===== src/rtl/obi_pinser_pkg.sv =====
// Shared types and helpers for the OBI pin serializer.
package obi_pinser_pkg;

  // Protocol phases; busy whenever not IDLE.
  typedef enum logic [2:0] {
    IDLE,
    TX_HDR,
    TX_ADDR,
    TX_DATA,
    RX_STAT,
    RX_DATA,
    RESP
  } state_e;

  // Header word layout: {be, we}, LSB first on the pad bus.
  localparam int WeBit = 0;
  localparam int BeLsb = 1;

  // Integer ceiling division used to size each frame field in beats.
  function automatic int ceil_div(input int num, input int den);
    return (num + den - 1) / den;
  endfunction

endpackage


===== src/rtl/obi_pinser_shift.sv =====
// Parallel-load shift register stepping Step bits per shift toward the LSB.
// New bits enter at the MSB end, so the first beat shifted in ends up lowest.
module obi_pinser_shift #(
  parameter int W    = 32,
  parameter int Step = 4
) (
  input  logic            clk_i,
  input  logic            rst_i,
  input  logic            clr_i,
  input  logic            load_i,
  input  logic [W-1:0]    load_data_i,
  input  logic            shift_i,
  input  logic [Step-1:0] shift_in_i,
  output logic [W-1:0]    data_o
);

  logic [W-1:0] data_q;

  // Shift/load register: clear beats load beats shift.
  always_ff @(posedge clk_i) begin
    // NOTE: sequential state is written with <= only, so every register in
    // this block samples its inputs from the same clock edge.
    if (rst_i || clr_i) begin
      data_q <= '0;
    end else if (load_i) begin
      data_q <= load_data_i;
    end else if (shift_i) begin
      data_q <= {shift_in_i, data_q[W-1:Step]};
    end
  end

  assign data_o = data_q;

endmodule


===== src/rtl/obi_pin_serializer.sv =====
// Bridges a full-width OBI port onto a narrow pad bus: one request in flight,
// request sent as {header, address, [wdata]} beats, response collected as
// {status, [rdata]} beats.
// Optional build macro OBI_PINSER_TIMEOUT_EN adds a response timeout that
// completes the transaction with err_o = 1 and rdata_o = 0.
module obi_pin_serializer
  import obi_pinser_pkg::*;
#(
  parameter int AddrW         = 32,
  parameter int DataW         = 32,
  parameter int PinW          = 4,
  parameter int TimeoutCycles = 1024
) (
  input  logic               clk_i,
  input  logic               rst_i,
  input  logic               req_i,
  output logic               gnt_o,
  input  logic               we_i,
  input  logic [DataW/8-1:0] be_i,
  input  logic [AddrW-1:0]   addr_i,
  input  logic [DataW-1:0]   wdata_i,
  output logic               rvalid_o,
  output logic [DataW-1:0]   rdata_o,
  output logic               err_o,
  output logic [PinW-1:0]    pin_tx_o,
  output logic               pin_tx_valid_o,
  input  logic [PinW-1:0]    pin_rx_i,
  input  logic               pin_rx_valid_i,
  output logic               busy_o
);

  localparam int BeW       = DataW / 8;
  localparam int HdrBeats  = ceil_div(1 + BeW, PinW);
  localparam int AddrBeats = ceil_div(AddrW, PinW);
  localparam int DataBeats = DataW / PinW;
  localparam int HdrW      = HdrBeats * PinW;
  localparam int AddrPadW  = AddrBeats * PinW;
  localparam int TxW       = HdrW + AddrPadW + DataW;
  localparam int MaxBeats  = (AddrBeats > DataBeats) ?
                             ((AddrBeats > HdrBeats) ? AddrBeats : HdrBeats) :
                             ((DataBeats > HdrBeats) ? DataBeats : HdrBeats);
  localparam int CntW      = $clog2(MaxBeats + 1);

  localparam logic [CntW-1:0] HdrLast  = CntW'(HdrBeats - 1);
  localparam logic [CntW-1:0] AddrLast = CntW'(AddrBeats - 1);
  localparam logic [CntW-1:0] DataLast = CntW'(DataBeats - 1);

  state_e          state_q, state_d;
  logic [CntW-1:0] cnt_q, cnt_d;
  logic            we_q;
  logic            err_q, err_d;
  logic            tx_load, tx_shift, tx_active;
  logic            rx_clr, rx_shift;
  logic [TxW-1:0]  frame;
  logic [TxW-1:0]  tx_data;
  logic [DataW-1:0] rx_data;
  logic            tx_unused;

  // Assemble the whole outbound frame so it can be loaded in one go.
  always_comb begin
    frame                        = '0;
    frame[WeBit]                 = we_i;
    frame[BeLsb +: BeW]          = be_i;
    frame[HdrW +: AddrW]         = addr_i;
    frame[HdrW + AddrPadW +: DataW] = wdata_i;
  end

  obi_pinser_shift #(.W(TxW), .Step(PinW)) u_tx_shift (
    .clk_i       (clk_i),
    .rst_i       (rst_i),
    .clr_i       (1'b0),
    .load_i      (tx_load),
    .load_data_i (frame),
    .shift_i     (tx_shift),
    .shift_in_i  ('0),
    .data_o      (tx_data)
  );

  obi_pinser_shift #(.W(DataW), .Step(PinW)) u_rx_shift (
    .clk_i       (clk_i),
    .rst_i       (rst_i),
    .clr_i       (rx_clr),
    .load_i      (1'b0),
    .load_data_i ('0),
    .shift_i     (rx_shift),
    .shift_in_i  (pin_rx_i),
    .data_o      (rx_data)
  );

  // Only the low beat of the tx register is ever driven onto the pads.
  assign tx_unused = ^tx_data[TxW-1:PinW];

`ifdef OBI_PINSER_TIMEOUT_EN
  localparam int ToW = (TimeoutCycles > 2) ? $clog2(TimeoutCycles) : 1;

  logic [ToW-1:0] to_q;
  logic           rx_wait;
  logic           timeout_hit;

  assign rx_wait = (state_q == RX_STAT) || (state_q == RX_DATA);

  // Idle-cycle counter for the response phase; any rx beat restarts it.
  always_ff @(posedge clk_i) begin
    if (rst_i || !rx_wait || pin_rx_valid_i) begin
      to_q <= '0;
    end else begin
      to_q <= to_q + ToW'(1);
    end
  end

  // Fires in the cycle the count advances to TimeoutCycles-1, which places
  // RESP exactly TimeoutCycles cycles after the last tx beat.
  assign timeout_hit = rx_wait && !pin_rx_valid_i &&
                       (to_q == ToW'(TimeoutCycles - 2));
`endif

  // Next-state and datapath control for the frame sequencer.
  always_comb begin
    // NOTE: every signal assigned here gets a default first, so no path can
    // leave one unassigned and infer a latch.
    state_d  = state_q;
    cnt_d    = cnt_q;
    err_d    = err_q;
    tx_load  = 1'b0;
    tx_shift = 1'b0;
    rx_clr   = 1'b0;
    rx_shift = 1'b0;

    unique case (state_q)
      IDLE: begin
        if (req_i) begin
          tx_load = 1'b1;
          rx_clr  = 1'b1;
          err_d   = 1'b0;
          cnt_d   = '0;
          state_d = TX_HDR;
        end
      end
      TX_HDR: begin
        tx_shift = 1'b1;
        if (cnt_q == HdrLast) begin
          cnt_d   = '0;
          state_d = TX_ADDR;
        end else begin
          cnt_d = cnt_q + CntW'(1);
        end
      end
      TX_ADDR: begin
        tx_shift = 1'b1;
        if (cnt_q == AddrLast) begin
          cnt_d   = '0;
          state_d = we_q ? TX_DATA : RX_STAT;
        end else begin
          cnt_d = cnt_q + CntW'(1);
        end
      end
      TX_DATA: begin
        tx_shift = 1'b1;
        if (cnt_q == DataLast) begin
          cnt_d   = '0;
          state_d = RX_STAT;
        end else begin
          cnt_d = cnt_q + CntW'(1);
        end
      end
      RX_STAT: begin
        if (pin_rx_valid_i) begin
          err_d   = pin_rx_i[0];
          state_d = we_q ? RESP : RX_DATA;
        end
      end
      RX_DATA: begin
        if (pin_rx_valid_i) begin
          rx_shift = 1'b1;
          if (cnt_q == DataLast) begin
            cnt_d   = '0;
            state_d = RESP;
          end else begin
            cnt_d = cnt_q + CntW'(1);
          end
        end
      end
      RESP: begin
        state_d = IDLE;
      end
      default: begin
        state_d = IDLE;
      end
    endcase

`ifdef OBI_PINSER_TIMEOUT_EN
    if (timeout_hit) begin
      err_d   = 1'b1;
      rx_clr  = 1'b1;
      cnt_d   = '0;
      state_d = RESP;
    end
`endif
  end

  // State, beat counter and captured transaction attributes.
  always_ff @(posedge clk_i) begin
    if (rst_i) begin
      state_q <= IDLE;
      cnt_q   <= '0;
      we_q    <= 1'b0;
      err_q   <= 1'b0;
    end else begin
      state_q <= state_d;
      cnt_q   <= cnt_d;
      err_q   <= err_d;
      if (tx_load) begin
        we_q <= we_i;
      end
    end
  end

  assign tx_active      = (state_q == TX_HDR) || (state_q == TX_ADDR) ||
                          (state_q == TX_DATA);
  assign pin_tx_valid_o = tx_active;
  assign pin_tx_o       = tx_active ? tx_data[PinW-1:0] : '0;
  assign gnt_o          = (state_q == IDLE) && req_i;
  assign busy_o         = (state_q != IDLE);
  assign rvalid_o       = (state_q == RESP);
  assign rdata_o        = rx_data;
  assign err_o          = err_q;

endmodule


===== config.mk =====
export PLATFORM = sky130hd
export DESIGN_NAME = obi_pin_serializer
export DESIGN_NICKNAME = d
export VERILOG_FILES = /design/src/rtl/obi_pinser_pkg.sv /design/src/rtl/obi_pinser_shift.sv /design/src/rtl/obi_pin_serializer.sv
export SDC_FILE = /design/constraint.sdc
export NUM_CORES = 1
export LEC_CHECK = 0
export CORE_MARGIN = 5
export CORE_UTILIZATION = 51
export CTS_CLUSTER_DIAMETER = 60
export CTS_CLUSTER_SIZE = 14
export DETAILED_ROUTE_END_ITERATION = 6
export PLACE_DENSITY_LB_ADDON = 0.25
export SYNTH_ARGS = -nofsm -noshare
export SYNTH_HDL_FRONTEND = slang
export SYNTH_SLANG_ARGS = --single-unit

===== constraint.sdc =====
create_clock -name clk_i -period 3.55 [get_ports clk_i]
set_input_delay 0.5325 -clock clk_i [delete_from_list [all_inputs] [get_ports clk_i]]
set_output_delay 0.5325 -clock clk_i [all_outputs]
set_load 0.01 [all_outputs]

==> impl_results.md, run 1 <==
- Area growth from synthesis to layout: 41.1%
- Max-slew headroom: 0.291
- Minimum period implied by the final worst setup slack: 3090 ps
- Total power: 4330 µW
- Pre-antenna DRT Iters: 7
- Post-detail-place hpwl: 7.04 mm
- Total Die Area: 10600 µm²
- Arrival time at the worst endpoint: 2550 ps
- Number of buffers added to fix hold violations after cts: 0
- Top achievable clock speed: 0.324 GHz
- Post-Synthesis Cells: 475
- Worst Slack Setup Final: 465 ps
- Layout Nets: 652
- Setup clock skew after layout: 9.26 ps
- Biggest area consumer among synthesized cells: sky130_fd_sc_hd__dfxtp_1
- Post-detailed-route count of antenna-violating nets: 0
- Top_reg_cell synth: sky130_fd_sc_hd__dfxtp_1
- Area of the placeable core: 8550 µm²
- Class of the worst hold path: register to register
- Final weighted congestion of routability-driven global placement: 0.806
- Total gr overflow: 0
- Endpoint kind of the worst setup timing path: output pin
- Cell area after technology mapping: 4410 µm²
- DRC viols: 0
- Unrepaired setup endpoints after global routing: no
- Worst vdd ir: 0.602 mV
- CTS Buf Count: 17
- Most used standard cell by instance count after synthesis: sky130_fd_sc_hd__dfxtp_1
- Iteration-0 DRC Markers: 292
- CP Max Fanout: 28
- Port Buffer Count: 117
- Worst-case setup slack after placement: 936 ps
- Global router's overall resource usage: 0.221
- Number of distinct library cells after synthesis: 38
- Post-synth EDFFs: 0
- Per-cell via count in the routed design: 5.82
- Setup Fix Bufs, Post-CTS: 0
- Net count after synthesis: 554
- Area share of the largest cell type after synthesis: 0.513
- CTS Sinks: 113
- Count of final max-slew check failures: 0
- Power per unit of standard cell area: 697 nW/µm²
- Syn. warnings: 0
- Async set or reset register ratio after synthesis: 0
- Starting utilization of the core area: 0.516
- Post-synthesis area per instance: 9.28 µm²
- Detailed-route wire length per cell: 16.8 µm
- Startpoint types: register
- Root buf cell: sky130_fd_sc_hd__clkbuf_8
- Summed negative setup slack over all endpoints: 0 ps
- Number of synthesized register bits: 113
- Max-cap check violation count: 0
- Max Buffers Root-to-Sink: 2
- Worst Tran Pin Value: 1060 ps
- Placed insts: 662
- Post-detailed-routing wire length: 11.7 mm
- Antenna cell count: 0
- Share of layout cells above drive strength 1: 0.0819
- Leakage Power: 0.00211 µW
- I/O pin count: 118
- Antenna violations before repair: 0
- Hold violation count in the final report: 0
- Setup-failing EPs final: 0
- Worst-Skew Late Latency: 510 ps
- CTS tree: yes
- Horiz. Die Dim: 103 µm
- Status: complete, no violations
- Data required time of the critical path: 3020 ps
- Area contributors post-synth: sky130_fd_sc_hd__dfxtp_1 51%, sky130_fd_sc_hd__o2bb2ai_1 8.9%, sky130_fd_sc_hd__a22oi_1 8.3%
- First-pass GRT wire length: 18.6 mm
- Share of synthesized area occupied by flip-flops and latches: 0.513
- Post-cts repair resize count: 0
- Die outline height: 103 µm
- Final Non-Filler Cells: 694
- Vias: 4039
- Number of H-tree levels: 4
- Clock input transition at the sequential cells of the worst setup and hold paths: 60 ps
- Setup Crit Path Kind: register to output pin
- Commonest cells in the netlist: 113 x sky130_fd_sc_hd__dfxtp_1, 73 x sky130_fd_sc_hd__nand2_1, 49 x sky130_fd_sc_hd__a22oi_1
- Reg-to-reg setup timing slack: 1390 ps
- Pin count of the biggest net entering global routing: 80
- Number of global-route vias before repair: 3847
- Floorplan row count: 34
- Final period utilization: 0.869
placed cells by master (no fill, tap or decap), drive strengths merged, types with 2 or more instances in the layout:
master,instances
clkdlybuf4s50,116
dfxtp,113
nand2,73
a22oi,49
o2bb2ai,45
a21oi,43
nor2,32
a222oi,20
clkbuf,19
inv,8
nand3,6
buf,6
o21ai,5
clkinv,5
and2,4
o221ai,4
bufinv,4
nor2b,3
nand2b,3
or3,3
clkinvlp,3
o31ai,3
nand3b,2
a31oi,2
ha,2
or2,2
a21boi,2
worst paths after layout:
kind                        startpoint               endpoint  cells past startpoint
setup / recovery            state_q[0]            pin_tx_o[0]                      4
hold / removal    u_rx_shift.data_o[3]   u_rx_shift.data_o[3]                      2
setup reg to reg            state_q[1]  u_tx_shift.data_o[17]                      4
hold reg to reg   u_rx_shift.data_o[3]   u_rx_shift.data_o[3]                      2
layout make-up:
class,count,area (µm²)
clock buffers,19,442
clock inverters,13,184
fillers,648,2330
inverters,7,26.3
multi-input cells,312,1970
flip-flops and latches,113,2260
well taps,108,135
repair buffers,122,1200
per-layer routing:
| layer | share of wire | track usage | wire (µm) | vias up |
|---|---|---|---|---|
| met5 | 0 | 0 | 0 | - |
| met4 | 0.012 | 0.0807 | 144 | 0 |
| met3 | 0.063 | 0.0548 | 736 | 16 |
| met2 | 0.51 | 0.356 | 5890 | 146 |
| met1 | 0.42 | 0.289 | 4880 | 1910 |
| li1 | - | - | - | 1967 |
stage by stage:
step                cell area (µm²)   util  hold WS [ps]
CTS                            6220  0.727           456
floorplan                      4410      -           431
global placement               5590  0.654           439
global route                   6220  0.727           473
detailed placement             5590  0.654           444
finish                         6220  0.727           453
cells by family after synthesis:
family	Yosys count	synth area share
buffers and inverters	50	0.0457
DFF	113	0.513
and+or+nand+nor	132	0.131
AOI/OAI and AO/OA	177	0.302
adders and majority gates	2	0.00568
muxes	1	0.00227
power breakdown:
group	switching (µW)	internal [µW]	leakage, µW
registers	136	1440	0.000921
clock network	594	1180	0.000300
logic	578	409	0.000888
total	1310	3020	0.00211
critical path: stages, from the launching register on:
cell and delay [ps]:
sky130_fd_sc_hd__dfxtp_1 670, sky130_fd_sc_hd__o21ai_2 230, sky130_fd_sc_hd__inv_2 400, sky130_fd_sc_hd__and2_1 200, sky130_fd_sc_hd__clkdlybuf4s50_1 540
state kept, by name, indices dropped and copies added (netlist names):
| register | flops |
|---|---|
| u_tx_shift.data_o | 72 |
| u_rx_shift.data_o | 32 |
| cnt_q | 4 |
| state_q | 3 |
| err_o | 1 |
| we_q | 1 |
(Power assumes the default switching activity.)
==> inputs of run 2 (changes only) <==
CELL_PAD_IN_SITES_DETAIL_PLACEMENT = 1   (was default)
CELL_PAD_IN_SITES_GLOBAL_PLACEMENT = 2   (was default)
CORE_UTILIZATION = 31   (was 51)
==> run 2 against run 1 <==
Net effect: the flow now finishes with violations (design-rule violations); die area is 58% higher; clock skew is 1.3 ps lower; worst hold slack better by 0.57 ps; first-iteration DRC count is 20% lower; clock power is 16% lower; count of clock-buffer cells in the layout is 6 higher; flip-flop and latch count stayed put; power is 6.2% lower; setup slack better by 93 ps; design area is 0.28% lower; final cell count is 10% higher.
==> impl_results.md, run 2 (synthesis gave the netlist of run 1 again) <==
- Leakage Power: 0.00207 µW
- I/O pin count: 118
- Starting utilization of the core area: 0.316
- Class of the worst hold path: register to register
- Final weighted congestion of routability-driven global placement: 0.715
- Global router's overall resource usage: 0.156
- Max-slew headroom: 0.281
- Cell count of the worst reg-to-reg path: 4
- Minimum period implied by the final worst setup slack: 2990 ps
- CTS Buf Count: 17
- Number of H-tree levels: 4
- First-pass GRT wire length: 20.7 mm
- Post-cts repair resize count: 0
- Layout Nets: 652
- Post-detailed-routing wire length: 12.9 mm
- Post-detail-place hpwl: 8.31 mm
- Per-cell via count in the routed design: 5.32
- Worst vdd ir: 0.502 mV
- Horiz. Die Dim: 129 µm
- Worst reg2reg path endpoint: u_tx_shift.data_o[18]
- Final-layout worst hold slack: 454 ps
- CP Max Fanout: 28
- Unrepaired setup endpoints after global routing: no
- Total gr overflow: 0
- Violations in the final reports: design-rule violations
- Most common library cell in the layout ignoring fill and taps: sky130_fd_sc_hd__clkdlybuf4s50_1
- Power per unit of standard cell area: 655 nW/µm²
- Setup Crit Path Kind: register to output pin
- Setup clock skew after layout: 7.96 ps
- Summed negative setup slack over all endpoints: 0 ps
- Floorplan row count: 43
- Arrival time at the worst endpoint: 2460 ps
- Reg-to-reg setup timing slack: 1340 ps
- Number of buffers added to fix hold violations after cts: 0
- Top library cells by usage in the layout, fill and taps aside: 116 x sky130_fd_sc_hd__clkdlybuf4s50_1, 113 x sky130_fd_sc_hd__dfxtp_1, 73 x sky130_fd_sc_hd__nand2_1
- Max-cap check violation count: 0
- Share of layout cells above drive strength 1: 0.0718
- Worst Tran Pin Value: 1080 ps
- Pin count of the biggest net entering global routing: 80
- CTS tree: yes
- Area growth from synthesis to layout: 40.7%
- Min-Delay Endpoint: u_tx_shift.data_o[6]
- Worst reg2reg path startpoint: state_q[0]
- Count of final max-slew check failures: 0
- Iteration-0 DRC Markers: 234
- Final Non-Filler Cells: 765
- Number of filler cells placed in the layout: 1582
- Total Die Area: 16700 µm²
- Setup Fix Bufs, Post-CTS: 0
- Data required time of the critical path: 3020 ps
- Antenna cell count: 0
- Port Buffer Count: 117
- Vias: 4071
- Endpoint kind of the worst setup timing path: output pin
- Post-detailed-route count of antenna-violating nets: 0
- Root buf cell: sky130_fd_sc_hd__clkbuf_16
- CTS Sinks: 113
- Startpoint types: register
- Top achievable clock speed: 0.334 GHz
- Area of the placeable core: 13900 µm²
- Hold violation count in the final report: 0
- Flip-flop count of the largest register after layout: 72
- Pre-antenna DRT Iters: 7
- Number of global-route vias before repair: 4068
- Hold path startpoint: u_tx_shift.data_o[10]
- Worst hold path cell count: 2
- Detailed-route wire length per cell: 16.9 µm
- Final period utilization: 0.843
- Setup-failing EPs final: 0
- Status: finished with violations
- Worst-Skew Late Latency: 410 ps
- DRC viols: 10
- Max Buffers Root-to-Sink: 2
- Die outline height: 129 µm
- Placed insts: 734
- Clock input transition at the sequential cells of the worst setup and hold paths: 50 ps
- Antenna violations before repair: 0
-- run 2: changes by cell type in the layout (fill, tap and decap cells not counted), sizes merged --
cell / previous run / this run
clkinvlp: 3 / 1
inv: 8 / 7
bufinv: 4 / 0
clkbuf: 19 / 25
-- run 2: metrics by stage --
step	util	setup WS [ps]	total power, µW	area, µm²
6_report	0.445	558	4060	6200
5_1_grt	0.445	374	4280	6200
4_1_cts	0.445	510	4110	6200
3_5_place_dp	0.408	882	2610	5680
3_3_place_gp	0.408	931	2580	5680
2_1_floorplan	-	1660	2270	4410
-- run 2: cell type report --
type / count / area [µm²] / area share
timing repair buffer: 122 / 1200 / 0.194
inverter: 7 / 26.3 / 0.00424
clock inverter: 6 / 32.5 / 0.00525
sequential: 113 / 2260 / 0.365
multi-input combinational: 312 / 1970 / 0.317
tap: 180 / 225 / 0.0363
clock buffer: 25 / 485 / 0.0783
-- run 2: worst max path at each step --
stage | startpoint | end
6_report | state_q[0] | pin_tx_o[1]
5_1_grt | state_q[0] | pin_tx_o[1]
4_1_cts | state_q[0] | pin_tx_o[3]
3_5_place_dp | req_i | u_tx_shift.data_o[53]
3_3_place_gp | req_i | u_tx_shift.data_o[36]
2_1_floorplan | state_q[1] | pin_tx_o[0]
-- run 2: worst max-delay path, cell delays in order (launching register included) --
cell	delay [ps]
sky130_fd_sc_hd__dfxtp_1	690
sky130_fd_sc_hd__o21ai_2	220
sky130_fd_sc_hd__inv_2	390
sky130_fd_sc_hd__and2_1	200
sky130_fd_sc_hd__clkdlybuf4s50_1	540
-- run 2: routing by layer --
layer,share of wire,track usage
met3,0.063,0.0503
met5,0,0
met2,0.48,0.252
met1,0.44,0.197
met4,0.015,0.0574
-- run 2: report_power, final --
| group | total [µW] | switching [µW] | internal, µW |
|---|---|---|---|
| Sequential | 1580 | 143 | 1440 |
| Clock | 1480 | 548 | 934 |
| Combinational | 998 | 589 | 409 |
==> inputs of run 3 (changes only) <==
CORE_UTILIZATION = 29   (was 31)
clock period = 3.1 ns   (was 3.55 ns; I/O delays follow)
==> run 3 against run 2 <==
Net effect: the run now ends clean; largest power group is now clock; critical path depth grew 1; critical endpoint unchanged; highest routed layer unchanged; power is 29% higher; flip-flop and latch count unchanged; utilization is 1.9 points lower.
==> impl_results.md, run 3 (synthesis gave the netlist of run 1 again) <==
- Post-detailed-routing wire length: 13.2 mm
- Arrival time at the worst endpoint: 2300 ps
- CP Max Fanout: 28
- Worst Tran Pin Value: 1090 ps
- Total Die Area: 17800 µm²
- Worst-Skew Late Latency: 410 ps
- Switching Power: 1510 µW
- Leakage Power: 0.00216 µW
- Cell type with the highest occurrence count on the critical path: sky130_fd_sc_hd__inv_2
- Global routing usage on met2: 0.244
- Max-slew headroom: 0.275
- Area growth from synthesis to layout: 45.2%
- Vias: 4014
- Combinational fraction of design power: 0.233
- Floorplan row count: 45
- Share of layout cells above drive strength 1: 0.0850
- Beginning of the critical path: state_q[2]
- Ordered list of cells on the worst path: inv_2 > o21ai_2 > inv_2 > and2_1 > clkdlybuf4s50_1
- Worst vdd ir: 0.370 mV
- Area of the placeable core: 15000 µm²
- Post-detail-place hpwl: 8.45 mm
- Top library cells by usage in the layout, fill and taps aside: 116 x sky130_fd_sc_hd__clkdlybuf4s50_1, 111 x sky130_fd_sc_hd__dfxtp_1, 73 x sky130_fd_sc_hd__nand2_1
- Port Buffer Count: 117
- Class of the worst hold path: register to register
- Internal power consumption: 3710 µW
- First-pass GRT wire length: 21.3 mm
- Final weighted congestion of routability-driven global placement: 0.719
- Unrepaired setup endpoints after global routing: no
- Endpoint kind of the worst setup timing path: output pin
- Post-detailed-route count of antenna-violating nets: 0
- Global router's overall resource usage: 0.149
- Max Buffers Root-to-Sink: 2
- Setup-failing EPs final: 0
- Met3 track demand over resource in global routing: 0.0593
- Startpoint types: register
- Worst reg2reg path startpoint: state_q[0]
- Number of filler cells placed in the layout: 1681
- Final period utilization: 0.892
- Maximum cell stage delay along the critical path: 550 ps
- Antenna cell count: 0
- Top delay family on crit path: buffers and inverters
- Root buf cell: sky130_fd_sc_hd__clkbuf_16
- Setup clock skew after layout: 9.49 ps
- Flip-flop count of the largest register after layout: 72
- Crit path capture: pin_tx_o[1]
- Buffer and inverter count on the worst path: 3
- Reg-to-reg setup timing slack: 1070 ps
- Most common library cell in the layout ignoring fill and taps: sky130_fd_sc_hd__clkdlybuf4s50_1
- CTS tree: yes
- Cell count of the worst reg-to-reg path: 5
- Max stage delay cell, worst path: sky130_fd_sc_hd__clkdlybuf4s50_1
- Minimum period implied by the final worst setup slack: 2770 ps
- Number of global-route vias before repair: 4109
- Power per unit of standard cell area: 817 nW/µm²
- Count of final max-slew check failures: 0
- Status: complete, no violations
- Antenna violations before repair: 0
- Fraction of met1 tracks used by global routing: 0.180
- I/O pin count: 118
- DRC viols: 0
- Hold violation count in the final report: 0
- Share of total power consumed by net switching: 0.290
- Layout Nets: 654
- Total power: 5230 µW
- Summed negative setup slack over all endpoints: 0 ps
- Number of buffers added to fix hold violations after cts: 0
- Worst reg2reg path endpoint: u_tx_shift.data_o[38]
- Top achievable clock speed: 0.362 GHz
- Total gr overflow: 0
- Max-cap check violation count: 0
- Detailed-route wire length per cell: 17.0 µm
- Starting utilization of the core area: 0.293
- Busiest layer in global routing: met2
- Share of power burned in registers: 0.342
- Clock input transition at the sequential cells of the worst setup and hold paths: 50 ps
- Setup Crit Path Kind: register to output pin
- Die outline height: 133 µm
- Clock network fraction of total power: 0.425
- Pre-antenna DRT Iters: 5
- Iteration-0 DRC Markers: 369
- Horiz. Die Dim: 133 µm
- Per-cell via count in the routed design: 5.17
- Final-layout worst hold slack: 455 ps
- CTS Sinks: 113
- Data required time of the critical path: 2630 ps
- CTS Buf Count: 17
- Crit path depth: 5
- Number of H-tree levels: 4
- Pin count of the biggest net entering global routing: 80
run 3: cell types whose count changed in the layout (fill, tap and decap cells not counted):
cell	before	now
sky130_fd_sc_hd__bufinv_16	0	6
sky130_fd_sc_hd__clkbuf_1	5	2
sky130_fd_sc_hd__clkinv_2	5	3
sky130_fd_sc_hd__dfxtp_1	113	111
sky130_fd_sc_hd__dfxtp_2	0	2
sky130_fd_sc_hd__buf_12	0	1
sky130_fd_sc_hd__buf_4	5	6
sky130_fd_sc_hd__clkinv_4	0	1
sky130_fd_sc_hd__clkinvlp_4	1	0
run 3: how the worst min path moves through the flow:
stage | start | endpoint | cells past startpoint
4_1_cts | u_tx_shift.data_o[10] | u_tx_shift.data_o[6] | 2
3_3_place_gp | u_tx_shift.data_o[57] | u_tx_shift.data_o[53] | 1
2_1_floorplan | u_tx_shift.data_o[9] | u_tx_shift.data_o[5] | 2
6_report | u_rx_shift.data_o[2] | u_rx_shift.data_o[2] | 2
5_1_grt | u_tx_shift.data_o[10] | u_tx_shift.data_o[6] | 2
3_5_place_dp | u_tx_shift.data_o[50] | u_tx_shift.data_o[46] | 1
run 3: worst reg2reg max path, stage by stage (launching register included):
cell and delay [ps]:
sky130_fd_sc_hd__dfxtp_1 340, sky130_fd_sc_hd__buf_4 220, sky130_fd_sc_hd__nor4b_4 80, sky130_fd_sc_hd__or2_1 270, sky130_fd_sc_hd__nor2_4 820, sky130_fd_sc_hd__o2bb2ai_1 210
run 3: metal layers:
layer  vias to the layer above  routed length (µm)
met5                         -                   0
met4                         0                  69
li1                       1979                   -
met1                      1954                5870
met3                         4                 712
met2                        77                6580
run 3: metrics by stage:
| stage | util | setup WS (ps) | instances | area (µm²) |
|---|---|---|---|---|
| floorplan | - | 1280 | 475 | 4410 |
| CTS | 0.426 | 73.6 | 776 | 6400 |
| detailed placement | 0.381 | 525 | 744 | 5720 |
| global placement | 0.381 | 564 | 744 | 5720 |
| finish | 0.426 | 334 | 776 | 6400 |
| global route | 0.426 | 180 | 776 | 6400 |
run 3: layout make-up:
type / instances / area, µm² / area share
Clock inverter: 10 / 204 / 0.0319
Clock buffer: 22 / 474 / 0.0741
Tap cell: 188 / 235 / 0.0367
Timing Repair Buffer: 124 / 1230 / 0.192
Inverter: 7 / 26.3 / 0.00410
Multi-Input combinational cell: 312 / 1970 / 0.307
Sequential cell: 113 / 2260 / 0.354
run 3: power groups by stage:
stage	clock [µW]	combinational [µW]	sequential, µW
after floorplan	0	833	1760
after global placement	0	1190	1800
after detailed placement	0	1230	1810
after CTS	2280	1240	1780
after global routing	2340	1340	1810
final	2220	1220	1790
run 3: repair_timing:
item	CTS	global route
endpoints found under the hold margin	0	0
setup endpoints to repair	0	4
setup buffers	0	0
resized for setup	0	2
